$ cat config.mk
export PLATFORM = sky130hd
export DESIGN_NAME = pio_gpio_output_arbiter
export DESIGN_NICKNAME = d
export VERILOG_FILES = /design/src/rtl/pio_gpio_output_arbiter.sv
export SDC_FILE = /design/constraint.sdc
export NUM_CORES = 1
export LEC_CHECK = 0
export CAP_MARGIN = 5
export CORE_AREA = 2 2 606 608
export CTS_CLUSTER_DIAMETER = 200
export DETAILED_ROUTE_END_ITERATION = 10
export DIE_AREA = 0 0 608 610
export PLACE_DENSITY_LB_ADDON = 0.12
export SYNTH_ARGS = -nofsm -noshare
export SYNTH_HDL_FRONTEND = slang
export SYNTH_SLANG_ARGS = --single-unit
$ cat constraint.sdc
create_clock -name clk -period 0.8 [get_ports clk]
set_input_delay 0.16 -clock clk [delete_from_list [all_inputs] [get_ports clk]]
set_output_delay 0.16 -clock clk [all_outputs]
set_load 0.005 [all_outputs]
$ cat src/rtl/pio_gpio_output_arbiter.sv
// PIO output arbiter: fixed-priority FSM merge per core, then per-pin core routing, all registered.
// Optional PIO_CONFLICT_DETECT_EN flags cycles where several FSMs of one core drive the same pin.
module pio_gpio_output_arbiter #(
  parameter int unsigned NUM_CORES = 4,
  parameter int unsigned NUM_FSMS  = 4,
  parameter int unsigned NUM_PINS  = 32,
  localparam int unsigned SEL_W    = (NUM_CORES > 1) ? $clog2(NUM_CORES) : 1
) (
  input  logic                                   clk,
  input  logic                                   rst,
  input  logic [NUM_CORES*NUM_FSMS*NUM_PINS-1:0] fsm_output,
  input  logic [NUM_CORES*NUM_FSMS*NUM_PINS-1:0] fsm_drive,
  input  logic [NUM_PINS*SEL_W-1:0]              core_select,
  output logic [NUM_CORES*NUM_PINS-1:0]          core_output,
  output logic [NUM_CORES*NUM_PINS-1:0]          core_drive,
  output logic [NUM_PINS-1:0]                    gpio_output,
  output logic [NUM_PINS-1:0]                    gpio_drive,
  output logic [NUM_CORES*NUM_PINS-1:0]          fsm_conflict
);

  logic [NUM_CORES*NUM_PINS-1:0] merge_out_d, merge_drive_d;
  logic [NUM_CORES*NUM_PINS-1:0] core_output_q, core_drive_q;
  logic [NUM_PINS-1:0]           gpio_output_d, gpio_drive_d;
  logic [NUM_PINS-1:0]           gpio_output_q, gpio_drive_q;
  logic [SEL_W-1:0]              sel;

`ifdef PIO_CONFLICT_DETECT_EN
  logic [NUM_CORES*NUM_PINS-1:0] conflict_d, conflict_q;
`endif

  // Ascending scan: a later (higher-numbered) driving FSM overwrites earlier ones.
  always_comb begin
    merge_out_d   = '0;
    merge_drive_d = '0;
`ifdef PIO_CONFLICT_DETECT_EN
    conflict_d    = '0;
`endif
    for (int c = 0; c < int'(NUM_CORES); c++) begin
      for (int p = 0; p < int'(NUM_PINS); p++) begin
        for (int f = 0; f < int'(NUM_FSMS); f++) begin
          if (fsm_drive[(c*int'(NUM_FSMS)+f)*int'(NUM_PINS)+p]) begin
`ifdef PIO_CONFLICT_DETECT_EN
            // A driver already seen means at least two FSMs contend for this pin.
            conflict_d[c*int'(NUM_PINS)+p] = conflict_d[c*int'(NUM_PINS)+p]
                                           | merge_drive_d[c*int'(NUM_PINS)+p];
`endif
            merge_out_d[c*int'(NUM_PINS)+p]   = fsm_output[(c*int'(NUM_FSMS)+f)*int'(NUM_PINS)+p];
            merge_drive_d[c*int'(NUM_PINS)+p] = 1'b1;
          end
        end
      end
    end
  end

  // Routing reads the combinational merge so both stages land on the same edge.
  always_comb begin
    gpio_output_d = '0;
    gpio_drive_d  = '0;
    sel           = '0;
    for (int p = 0; p < int'(NUM_PINS); p++) begin
      sel = core_select[p*int'(SEL_W) +: SEL_W];
      if (32'(sel) < NUM_CORES) begin
        gpio_output_d[p] = merge_out_d[32'(sel)*NUM_PINS+32'(p)];
        gpio_drive_d[p]  = merge_drive_d[32'(sel)*NUM_PINS+32'(p)];
      end
    end
  end

  always_ff @(posedge clk or negedge rst) begin
    if (!rst) begin
      core_output_q <= '0;
      core_drive_q  <= '0;
      gpio_output_q <= '0;
      gpio_drive_q  <= '0;
    end else begin
      core_output_q <= merge_out_d;
      core_drive_q  <= merge_drive_d;
      gpio_output_q <= gpio_output_d;
      gpio_drive_q  <= gpio_drive_d;
    end
  end

`ifdef PIO_CONFLICT_DETECT_EN
  always_ff @(posedge clk or negedge rst) begin
    if (!rst) begin
      conflict_q <= '0;
    end else begin
      conflict_q <= conflict_d;
    end
  end

  assign fsm_conflict = conflict_q;
`else
  assign fsm_conflict = '0;
`endif

  assign core_output = core_output_q;
  assign core_drive  = core_drive_q;
  assign gpio_output = gpio_output_q;
  assign gpio_drive  = gpio_drive_q;

endmodule

==> results.md <==
* RSZ-0062 raised after global routing: true
* Number of I/O port buffers at 1409
* Setup TNS at -199.06 ns
* Fin nets at 4734
* Min-Delay Path Class: in2reg
* Antenna viol nets, final at 0
* Post-synth top area cell: dfrtp_1
* Post-route worst setup slack at -0.787 ns
* WP buf/inv at 1
* Yosys reg bits at 320
* Clock Path Buffers at 3
* Register area share after synthesis at 49.2%
* Final global-route overflow total at 0
* Synth cell count leaders: 320 x dfrtp_1, 272 x a211oi_1, 128 x buf_4, 128 x or4_1, 124 x nand3b_1
* H-tree depth at 2
* Rows at 222
* Ys Warns at 0
* Critical path arrival at 1.43 ns
* Finished Core Util at 13.0%
* Tot Pwr at 65.7 mW
* Main area contributors after synthesis: dfrtp_1 49%, a211oi_1 13%, buf_4 5.9%
* Post-DR vias/cell at 2.65
* Crit path largest cell delay at 0.51 ns
* Kind of critical path: reg2out
* EDFF count, synth at 0
* CTS tree: built
* Number of distinct library cells after synthesis at 21
* Final period util at 198%
* CP Cell Sequence: buf_12
* Main synth FF type: dfrtp_1
* Vias in the first global route at 23900
* DIE AREA at 371000 sq um
* Share of cells above drive strength 1 at 49.9%
* Mapped Area at 16300 sq um
* Final hold vios at 171
* Wire per inst at 27.9 um
* Largest net degree at the start of global routing at 36
* Total GRT Usage at 12.4%
* Vias at 22700
* First-pass GRT wire length at 293000 um
* Mapped Cells at 1375
* Final Max Slew Viols at 0
* Leakage at 18.4 nW
* Clk root buf: clkbuf_16
* MaxCap Viol Count at 0
* Startpoint types: flip-flop
* DP HPWL at 218000 um
* Worst-path clk slew at 0.06 ns
* Fin Hold WS at -0.299 ns
* Critical path endpoint category: output port
* Peak VDD IR at 0.00164 V
* Initial drt markers at 813
* Ports at 1538
* Routed wire length at 239000 um
* Core Region at 364000 sq um
* Area delta synth->final at 191%
* Critical Path RT at 0.64 ns
* Initial antenna violation count at 282
* DRT Pass-1 Iters at 4
* Die height at 610 um
* TritonCTS Buffers at 56
* CP Max Fanout at 1
* RD Place Congestion at 0.869
* Minimum clock period at 1.59 ns
* Post-synth ARST share at 100%
* # clock sinks at 320
* Top cell type's share of synthesized area at 49.2%
* Final setup vio count at 383
* Achievable Freq at 630 MHz
* DIE WIDTH at 608 um
* Failing checks: hold timing, setup timing
* Outcome: finished with violations
* Critical-path top delay cell: dfrtp_2
* Crit path max-delay family: flip-flops
* Drc violations at 0
* Pre-CTS WS at -1.61 ns
* Avg Inst Size Synth at 11.8 sq um
* Most common cell in the netlist: dfrtp_1
* PD cells at 1390 nW/um^2
* Initial Util at 4.47%
[where the power goes]
group	switching, mW	internal (mW)
logic	8.17	10.8
clock network	11.1	17.5
registers	0.831	17.3
[layout make-up]
class / count / area, sq um
Tap cell: 4816 / 6030
Timing Repair Buffer: 2212 / 20400
Inverter: 9 / 33.8
Fill cell: 41600 / 317000
Antenna cell: 64 / 160
Sequential cell: 320 / 8060
Clock buffer: 74 / 1590
Clock inverter: 28 / 468
Multi-Input combinational cell: 1045 / 10700
[placed cells by master (no fill, tap or decap), types with 11 or more instances in the layout]
| cell type | synthesis | layout |
|---|---|---|
| dlygate4sd3_1 | 0 | 11 |
| nor3b_2 | 0 | 37 |
| mux2i_1 | 33 | 19 |
| dlymetal6s2s_1 | 0 | 75 |
| nor3b_1 | 123 | 73 |
| diode_2 | 0 | 64 |
| buf_2 | 0 | 105 |
| nor3b_4 | 0 | 13 |
| mux4_2 | 33 | 33 |
| a211oi_1 | 272 | 82 |
| a21oi_1 | 30 | 11 |
| dfrtp_1 | 320 | 280 |
| nand3b_1 | 124 | 124 |
| clkbuf_2 | 0 | 74 |
| a211oi_2 | 0 | 145 |
| buf_12 | 0 | 90 |
| buf_4 | 128 | 712 |
| dlygate4sd2_1 | 0 | 384 |
| dfrtp_2 | 0 | 40 |
| conb_1 | 1 | 128 |
| a21oi_2 | 0 | 16 |
| a2111oi_4 | 0 | 29 |
| or4_4 | 0 | 128 |
| nor2b_2 | 0 | 12 |
| bufinv_16 | 0 | 11 |
| nor2b_1 | 121 | 108 |
| a211oi_4 | 0 | 45 |
| clkbuf_16 | 0 | 58 |
| buf_6 | 0 | 222 |
| clkdlybuf4s15_1 | 0 | 94 |
| clkdlybuf4s50_1 | 0 | 431 |
| mux2i_2 | 0 | 13 |
[per-stage QoR]
step / instance area, sq um / instances
after floorplan: 17200 / 1502
after global placement: 42900 / 8340
after detailed placement: 42900 / 8340
after CTS: 46600 / 8498
after global routing: 47400 / 8550
final: 47400 / 8568
[flip-flops by register name (all words and copies together) (netlist names)]
signal,flops
core_output,128
gpio_output,32
gpio_drive,32
core_drive,128
[per-layer routing]
layer | track usage [%] | vias up | part of all wire (%)
met4 | 2.08 | 78 | 2.6
met2 | 24.3 | 1244 | 54
met1 | 12.9 | 10900 | 36
met3 | 4.04 | 561 | 7.3
li1 | - | 9863 | -
met5 | 0 | - | 0.21
[cell families after synthesis]
family	share of synthesized area, %
other	0.0230
AO/OA/AOI/OAI	15.7
buffers and inverters	6.11
AND/OR/NAND/NOR	22.4
multiplexers	6.59
flip-flops	49.2
[final timing paths]
check,cells past startpoint,end,startpoint,slack (ns)
min in group asynchronous,3,core_drive[14],rst,-0.03
worst min-delay path,2,core_drive[96],fsm_drive[416],-0.30
worst max-delay path,1,core_output[25],core_output[25],-0.79
max in group asynchronous,4,core_output[41],rst,0.16
[repair_timing]
action / in CTS / in global routing
setup endpoints to repair: 406 / 396
gates resized for setup: 2401 / 421
buffers inserted: 67 / 18
hold buffers: 17 / 7
endpoints found under the hold margin: 550 / 227
pin swaps: 229 / 179
No activity file was read; power rests on OpenSTA's default activity.
